## src/rtl/mux_nto1_skid_if.sv

```systemverilog
// Handshake bundle for mux_nto1_skid: input channels with select plus the registered output side.
// The master modport drives beats in and accepts them out; the slave modport is the selector.
interface mux_nto1_skid_if #(
  parameter int unsigned WIDTH  = 32,
  parameter int unsigned NUM_IN = 4,
  parameter int unsigned SEL_W  = 2
);
  logic [NUM_IN*WIDTH-1:0] in_data;
  logic [SEL_W-1:0]        select;
  logic                    in_valid;
  logic                    in_ready;
  logic [WIDTH-1:0]        out_data;
  logic [SEL_W-1:0]        out_sel;
  logic                    out_valid;
  logic                    out_ready;

  modport master (
    output in_data, select, in_valid, out_ready,
    input  in_ready, out_data, out_sel, out_valid
  );

  modport slave (
    input  in_data, select, in_valid, out_ready,
    output in_ready, out_data, out_sel, out_valid
  );
endinterface

```

## src/rtl/mux_nto1_skid.sv

```systemverilog
// N-to-1 selector with a 2-entry skid buffer (main M, skid S) and a fully registered in_ready.
// Define MUX_SEL_CHECK_EN to build the sticky out-of-range select flag sel_err.
module mux_nto1_skid #(
  parameter int unsigned WIDTH  = 32,
  parameter int unsigned NUM_IN = 4,
  parameter int unsigned SEL_W  = 2
) (
  input  logic                clk,
  input  logic                rst_n,
  mux_nto1_skid_if.slave      bus,
  output logic                sel_err,
  input  logic                sel_err_clr,
  output logic [15:0]         beat_cnt
);

  if (NUM_IN < 2 || NUM_IN > 16) begin : g_bad_num_in
    $error("mux_nto1_skid: NUM_IN must be within 2..16");
  end
  if (NUM_IN > (2 ** SEL_W)) begin : g_bad_sel_w
    $error("mux_nto1_skid: SEL_W too narrow for NUM_IN");
  end

  typedef enum logic [1:0] {StEmpty, StOne, StFull} buf_state_e;

  buf_state_e       state_q, state_d;
  logic [WIDTH-1:0] m_data_q, m_data_d, s_data_q, s_data_d;
  logic [SEL_W-1:0] m_sel_q, m_sel_d, s_sel_q, s_sel_d;
  logic             in_ready_q;
  logic [15:0]      cnt_q;
  logic [WIDTH-1:0] cap_data;
  logic             in_xfer, out_xfer;

  assign in_xfer  = bus.in_valid & in_ready_q;
  assign out_xfer = (state_q != StEmpty) & bus.out_ready;

  // Out-of-range selects match no channel and therefore capture zeros.
  always_comb begin
    cap_data = '0;
    for (int unsigned k = 0; k < NUM_IN; k++) begin
      if (bus.select == SEL_W'(k)) cap_data = bus.in_data[k*WIDTH +: WIDTH];
    end
  end

  always_comb begin
    state_d  = state_q;
    m_data_d = m_data_q;
    m_sel_d  = m_sel_q;
    s_data_d = s_data_q;
    s_sel_d  = s_sel_q;
    unique case (state_q)
      StEmpty: begin
        if (in_xfer) begin
          m_data_d = cap_data;
          m_sel_d  = bus.select;
          state_d  = StOne;
        end
      end
      StOne: begin
        if (in_xfer && out_xfer) begin
          m_data_d = cap_data;
          m_sel_d  = bus.select;
        end else if (in_xfer) begin
          s_data_d = cap_data;
          s_sel_d  = bus.select;
          state_d  = StFull;
        end else if (out_xfer) begin
          state_d  = StEmpty;
        end
      end
      StFull: begin
        // in_ready is low here, so only the drain of M can happen.
        if (out_xfer) begin
          m_data_d = s_data_q;
          m_sel_d  = s_sel_q;
          state_d  = StOne;
        end
      end
      default: state_d = StEmpty;
    endcase
  end

  always_ff @(posedge clk or negedge rst_n) begin
    if (!rst_n) begin
      state_q    <= StEmpty;
      m_data_q   <= '0;
      m_sel_q    <= '0;
      s_data_q   <= '0;
      s_sel_q    <= '0;
      in_ready_q <= 1'b0;
      cnt_q      <= '0;
    end else begin
      state_q    <= state_d;
      m_data_q   <= m_data_d;
      m_sel_q    <= m_sel_d;
      s_data_q   <= s_data_d;
      s_sel_q    <= s_sel_d;
      in_ready_q <= (state_d != StFull);
      if (in_xfer) cnt_q <= cnt_q + 16'd1;
    end
  end

  assign bus.in_ready  = in_ready_q;
  assign bus.out_valid = (state_q != StEmpty);
  assign bus.out_data  = m_data_q;
  assign bus.out_sel   = m_sel_q;
  assign beat_cnt      = cnt_q;

`ifdef MUX_SEL_CHECK_EN
  logic sel_err_q;
  logic sel_bad;
  assign sel_bad = (32'(bus.select) >= NUM_IN);

  // A new bad select wins over a clear in the same cycle.
  always_ff @(posedge clk or negedge rst_n) begin
    if (!rst_n) begin
      sel_err_q <= 1'b0;
    end else if (in_xfer && sel_bad) begin
      sel_err_q <= 1'b1;
    end else if (sel_err_clr) begin
      sel_err_q <= 1'b0;
    end
  end
  assign sel_err = sel_err_q;
`else
  logic unused_sel_err_clr;
  assign unused_sel_err_clr = sel_err_clr;
  assign sel_err            = 1'b0;
`endif

endmodule

```

## src/flat_wrapper.sv

```systemverilog
// flat-port wrapper written by rule: the top's interface ports become plain ports
module mux_nto1_skid_flat 
#(
  parameter int unsigned WIDTH  = 32,
  parameter int unsigned NUM_IN = 4,
  parameter int unsigned SEL_W  = 2
)
  (clk, rst_n, sel_err, sel_err_clr, beat_cnt, bus_in_data, bus_select, bus_in_valid, bus_out_ready, bus_in_ready, bus_out_data, bus_out_sel, bus_out_valid);
  mux_nto1_skid_if #(.WIDTH(WIDTH), .NUM_IN(NUM_IN), .SEL_W(SEL_W)) bus_i ();
  input  logic clk;
  input  logic rst_n;
  output logic sel_err;
  input  logic sel_err_clr;
  output logic [15:0] beat_cnt;
  input wire logic [$bits(bus_i.in_data)-1:0] bus_in_data;
  input wire logic [$bits(bus_i.select)-1:0] bus_select;
  input wire logic [$bits(bus_i.in_valid)-1:0] bus_in_valid;
  input wire logic [$bits(bus_i.out_ready)-1:0] bus_out_ready;
  output wire logic [$bits(bus_i.in_ready)-1:0] bus_in_ready;
  output wire logic [$bits(bus_i.out_data)-1:0] bus_out_data;
  output wire logic [$bits(bus_i.out_sel)-1:0] bus_out_sel;
  output wire logic [$bits(bus_i.out_valid)-1:0] bus_out_valid;
  assign bus_i.in_data = bus_in_data;
  assign bus_i.select = bus_select;
  assign bus_i.in_valid = bus_in_valid;
  assign bus_i.out_ready = bus_out_ready;
  assign bus_in_ready = bus_i.in_ready;
  assign bus_out_data = bus_i.out_data;
  assign bus_out_sel = bus_i.out_sel;
  assign bus_out_valid = bus_i.out_valid;
  mux_nto1_skid #(.WIDTH(WIDTH), .NUM_IN(NUM_IN), .SEL_W(SEL_W)) u_core (.clk(clk), .rst_n(rst_n), .bus(bus_i), .sel_err(sel_err), .sel_err_clr(sel_err_clr), .beat_cnt(beat_cnt));
endmodule
```

## config.mk

```make
export PLATFORM = sky130hd
export DESIGN_NAME = mux_nto1_skid_flat
export DESIGN_NICKNAME = d
export VERILOG_FILES = /design/src/rtl/mux_nto1_skid_if.sv /design/src/rtl/mux_nto1_skid.sv /design/src/flat_wrapper.sv
export SDC_FILE = /design/constraint.sdc
export NUM_CORES = 1
export LEC_CHECK = 0
export CAP_MARGIN = 15
export CORE_UTILIZATION = 39
export CTS_CLUSTER_SIZE = 30
export DETAILED_ROUTE_END_ITERATION = 8
export PLACE_DENSITY = 0.78
export SLEW_MARGIN = 20
export SYNTH_ARGS = -nofsm -noshare
export SYNTH_HDL_FRONTEND = slang
export SYNTH_SLANG_ARGS = --single-unit
```

## constraint.sdc

```tcl
create_clock -name clk -period 1.85 [get_ports clk]
set_input_delay 0.185 -clock clk [delete_from_list [all_inputs] [get_ports clk]]
set_output_delay 0.185 -clock clk [all_outputs]
set_load 0.01 [all_outputs]
```

# Word level (Yosys, flattened, before mapping)
# Cells that the tools add are included.
[totals]
inputBits = 135
output_inout_bits = 53
regBits = 87
word_cells = 45
[classes]
n_mux = 18
eq_ne = 9
reduce_logical = 7
addsub = 1
bitwise_logic = 3
[op_table]
columns = ["op", "count"]
rows = [
  ["$mux W32", 7],
  ["$pmux W32 S3", 1],
  ["$add A16 B1 Y16 const B", 1],
  ["$mux W2", 8],
  ["$pmux W2 S3", 2],
  ["$eq A2 B2 Y1 const B", 3],
  ["$ne A2 B1 Y1 const B", 3],
  ["$eq A2 B1 Y1 const B", 2],
  ["$logic_not A2 Y1", 2],
  ["$reduce_and A4 Y1", 1],
  ["$reduce_and A3 Y1", 1],
  ["$reduce_bool A3 Y1", 1],
  ["$and A1 B1 Y1", 2],
  ["$ne A2 B2 Y1 const B", 1],
  ["$reduce_bool A2 Y1", 1],
  ["$logic_and A1 B1 Y1", 1],
  ["$not A1 Y1", 1],
]

# Longest topological paths before layout
[depth]
ltp_word = 7
depth_mapped = 7
mapped_depth_nobuf = 5

# Worst setup path after synthesis
# OpenSTA, ideal clock, no wires.
[synth_timing]
kind = "register -> register"
from = "reg u_core.in_ready_q, in the netlist u_core.bus.in_ready"
to = "reg u_core.s_data_q[0]"
period_less_slack_ps = 1542
path_slack_ps = 308
path_buffers = 1
setup_ps = 125
t_required_ps = 1725
stages_incl_launch_ff = 5
arrival_ps = 1417
path_cell_list = "dfrtp_1 > nand2_1 > nor3_4 > buf_4 > mux2_2"
[synth_between]
elab_chain_cells = 4
[synth_rtl]
columns = ["item", "line_no", "source"]
rows = [
  ["from (decl)", "mux_nto1_skid.sv:28", "logic in_ready_q;"],
  ["from (signal assigned)", "mux_nto1_skid.sv:97", "in_ready_q <= (state_d != StFull);"],
  ["$and A1 B1 Y1 (*)", "mux_nto1_skid.sv:33", "assign in_xfer = bus.in_valid & in_ready_q;"],
  ["$logic_and A1 B1 Y1", "mux_nto1_skid.sv:59", "if (in_xfer && out_xfer) begin"],
  ["$not A1 Y1 (no source line)", "--", ""],
  ["$reduce_and A3 Y1 (no source line) (*)", "--", ""],
  ["to (signal assigned)", "mux_nto1_skid.sv:95", "s_data_q <= s_data_d;"],
  ["to (decl)", "mux_nto1_skid.sv:26", "logic [WIDTH-1:0] m_data_q, m_data_d, s_data_q, s_data_d;"],
]
# Mark *: on every way between the ends. The rest lies on a longest branch, timed or not.
# A chain may end at the register's enable or synchronous reset.

# Final worst setup path
[layout_timing]
from = "reg u_core.state_q[1]"
to = "out bus_out_valid"
[layout_between]
elab_chain_cells = 1
[layout_rtl]
columns = ["item", "line_no", "source"]
rows = [
  ["from (decl)", "mux_nto1_skid.sv:25", "buf_state_e state_q, state_d;"],
  ["from (signal assigned)", "mux_nto1_skid.sv:84", "state_q <= StEmpty;"],
  ["from (signal assigned)", "mux_nto1_skid.sv:92", "state_q <= state_d;"],
  ["$reduce_bool A2 Y1", "mux_nto1_skid.sv:103", "assign bus.out_valid = (state_q != StEmpty);"],
  ["to (decl)", "flat_wrapper.sv:22", "output wire logic [$bits(bus_i.out_valid)-1:0] bus_out_valid;"],
]
# No other way between the ends.

==> flow_summary_export.csv <==
group,metric,value,unit
cts,cts_inserted_buffers,9,
synthesis,netlist_area,4464,sq um
worst_setup_path,wp_data_arrival,1.60,ns
grt,grt_start_max_net_pins,42,
timing,fmax,0.5614,GHz
final_layout,area.growth.synth_to_final,53.95,%
synthesis,largest_family_of_logic_cells_by_synthesized_area,"multiplexers",
synthesis,synth.net_count,516,
power,totalPowerFinal,8.291,mW
route,route.detailed.wl_per_inst,15.36,microns
placed_design,hpwl,8247,microns
timing,max-slew-margin-rel,64.82,%
timing,tightest_slew,0.5278,ns
synthesis,synth_most_common_cell,"dfrtp_1",
synthesis,synth_top_cell_by_area,"dfrtp_1",
timing,worst_clock_skew_on_the_final_layout,0.01043,ns
grt,grt.total_usage,19.52,%
route,drt-vias-per-instance,5.070,
route,first_pass_iters,4,
synthesis,post_synth_arst_share,100.0,%
worst_setup_path,worst_ep_required_time,1.66,ns
cts,clock_path_buffers,2,
route,final_wl,10920,microns
cts,cts_tree,"done",
placed_design,finalWeightedCongestion,0.7347,
worst_setup_path,end_kind,"output port",
final_layout,stdcell_count,711,
timing,layout_min_cycle_time,1.781,ns
timing,report.final.hold_viol_count,0,
worst_setup_path,critical_path.max_stage_delay,0.48,ns
worst_setup_path,timing.critical_path.cells,"or2_2 > clkdlybuf4s50_1",
synthesis,synth.distinct_cells,32,
final_layout,final_nets,702,
cts,clockRootBuffer,"clkbuf_16",
floorplanning,die_area,11880,sq um
outcome,status,"finished, final reports clean",
power,pwr_density_cell,1206,nW/um^2
cts,worst_setup_hold_path_clk_slew,0.06,ns
final_layout,finalCoreUtilization,62.58,%
final_layout,antenna_cells,0,
final_layout,fillers,917,
synthesis,netlist_top_cells_count,"87 x dfrtp_1, 76 x nand2_1, 41 x nor2_1",
synthesis,ys_seq_elements,87,
worst_setup_path,critical_path.max_fanout,8,
route,post-route-drc-count,0,
synthesis,post_synth_and_or_nand_nor_area_fraction,13.09,%
final_layout,ratio_of_cells_with_drive_above_1_in_the_final_layout,18.39,%
floorplanning,start_util,40.65,%
timing,tns_setup,0,ns
power,irDropWorstVdd,573.7,uV
cts,numClockSinks,87,
timing,final.period_utilization,96.28,%
cts,worstSkewPairLatency,0.33,ns
synthesis,yosysSeqAreaShare,48.77,%
floorplanning,placeable_core_area,10980,sq um
synthesis,post_synth_inst_count,380,
synthesis,ys_dominant_reg_cell,"dfrtp_1",
synthesis,syn_area_per_cell,11.75,sq um
timing,setup_viol_count_final,0,
route,routed-via-count,3605,
floorplanning,ios,188,
timing,rsz0062_at_grt,"false",
cts,clock_tree.htree_level_count,3,
worst_setup_path,timing.setup.critical_path_class,"reg2out",
cts,post_cts.repair.setup_buffers,0,
route,drt-initial-drc-count,106,
route,ant_nets,0,
worst_setup_path,crit_path_start_kind,"flop",
synthesis,post_synth_fa_ha_maj_area_fraction,0.2803,%
floorplanning,rows,38,
hold_path,hold_class,"in2reg",
worst_setup_path,cp_slowest_cell,"clkdlybuf4s50_1",
synthesis,netlist_top_cells_area,"dfrtp_1 49%, mux4_2 16%, mux2_2 7.8%",
synthesis,synth_enable_flop_cells,0,
grt,first_pass_grt_wire_length,17460,microns
synthesis,synth-compound-area-share,5.521,%
placed_design,io_buffer_count,185,
grt,initial_antenna_violation_count,0,
power,p_leak,2.793,nW
synthesis,post_synth_mux_area_share,24.72,%
timing,slew_violations,0,
placed_design,dp_slack,0.06210,ns
placed_design,number_of_placed_instances_taps_included,694,
grt,globalRouteOverflowTotal,0,
floorplanning,die_y,109.0,microns
synthesis,post_synth_xor_area_fraction,2.943,%
flow_run,max-cap-violations,0,
grt,first_global_vias,3605,
timing,setup_ws,0.06878,ns
synthesis,synth_top_area_share,48.77,%
floorplanning,die_w,109.0,microns
synthesis,ys_warn_count,0,
[where the power goes]
part	total [mW]	internal (mW)	switching (mW)
Sequential	3.23	2.73	0.502
Combinational	3.08	1.85	1.24
Clock	1.98	1.26	0.716
Total	8.29	5.84	2.45
[kinds of logic (layout without fill, tap and decap cells)]
logic type | after synthesis | in the layout
AOI/OAI and AO/OA | 39 | 39
adders and majority gates | 1 | 1
muxes | 66 | 66
buffers and inverters | 31 | 222
DFF | 87 | 87
xor gates and xnor gates | 15 | 15
and+or+nand+nor | 140 | 140
other | 1 | 1
[layout by cell type, fill, tap and decap left out, drive strengths merged]
cell type | synthesis | final
clkdlybuf4s50 | 0 | 182
dfrtp | 87 | 87
nand2 | 76 | 76
nor2 | 41 | 41
a31oi | 34 | 34
mux2 | 34 | 34
mux4 | 32 | 32
buf | 22 | 21
clkbuf | 7 | 12
xnor2 | 9 | 9
nand3 | 7 | 7
xor2 | 6 | 6
nand4 | 4 | 4
nor3 | 3 | 3
inv | 2 | 2
a21oi | 2 | 2
and3 | 2 | 2
bufinv | 0 | 2
clkinv | 0 | 2
nand2b | 2 | 2
and2 | 1 | 1
a21o | 1 | 1
or2 | 1 | 1
o22ai | 1 | 1
nor2b | 1 | 1
a32o | 1 | 1
and4 | 1 | 1
or3 | 1 | 1
ha | 1 | 1
conb | 1 | 1
dlygate4sd3 | 0 | 1
[registers in the layout, indices dropped and copies added (netlist names)]
signal,count
u_core.beat_cnt,16
u_core.bus.in_ready,1
u_core.bus.out_data,32
u_core.bus.out_sel,2
u_core.s_data_q,32
u_core.s_sel_q,2
u_core.state_q,2
[metrics by stage]
stage          hold WS, ns  area (sq um)
2_1_floorplan      -0.1106          4464
3_3_place_gp        0.1971          6528
3_5_place_dp        0.2045          6528
4_1_cts             0.3360          6872
5_1_grt             0.3507          6873
6_report            0.3421          6873
[per-layer routing]
layer	routed length (microns)	vias to the layer above	global-route usage, %
met1	4365	1749	23.62
met2	5658	121	33.87
met3	760	11	5.081
li1	-	1724	-
met5	0	-	0
met4	135	0	6.081
[critical path: cells and delay by family, from the launching register on]
kind                   cells  cell delay [ns]
buffers and inverters      1             0.48
flip-flops                 1             0.47
AND/OR/NAND/NOR            1             0.33
[layout make-up]
class	count	area (sq um)	area share [%]
Sequential cell	87	2178	31.69
Inverter	2	7.507	0.1092
Clock inverter	4	77.57	1.129
Clock buffer	12	256.5	3.732
Multi-Input combinational cell	262	2093	30.46
Tap cell	140	175.2	2.549
Timing Repair Buffer	204	2085	30.33
[timing repair]
item                                    4_1_cts  5_1_grt
hold endpoints to repair                     38        0
resized for setup                             0        1
endpoints found under the setup margin        0        1
hold buffers                                  1        0
[worst paths after layout]
path,start,to,slack [ns],cells past startpoint
worst max-delay path,u_core.state_q[1],bus_out_valid,0.07,2
worst min-delay path,bus_select[1],u_core.bus.out_sel[1],0.34,4
worst max register to register,u_core.state_q[0],u_core.s_data_q[11],0.30,4
worst min register to register,u_core.beat_cnt[15],u_core.beat_cnt[15],0.49,1
max in group asynchronous,rst_n,u_core.state_q[1],0.87,3
min in group asynchronous,rst_n,u_core.bus.out_data[9],0.38,2
Note: power is estimated with default switching activity, not from simulation.
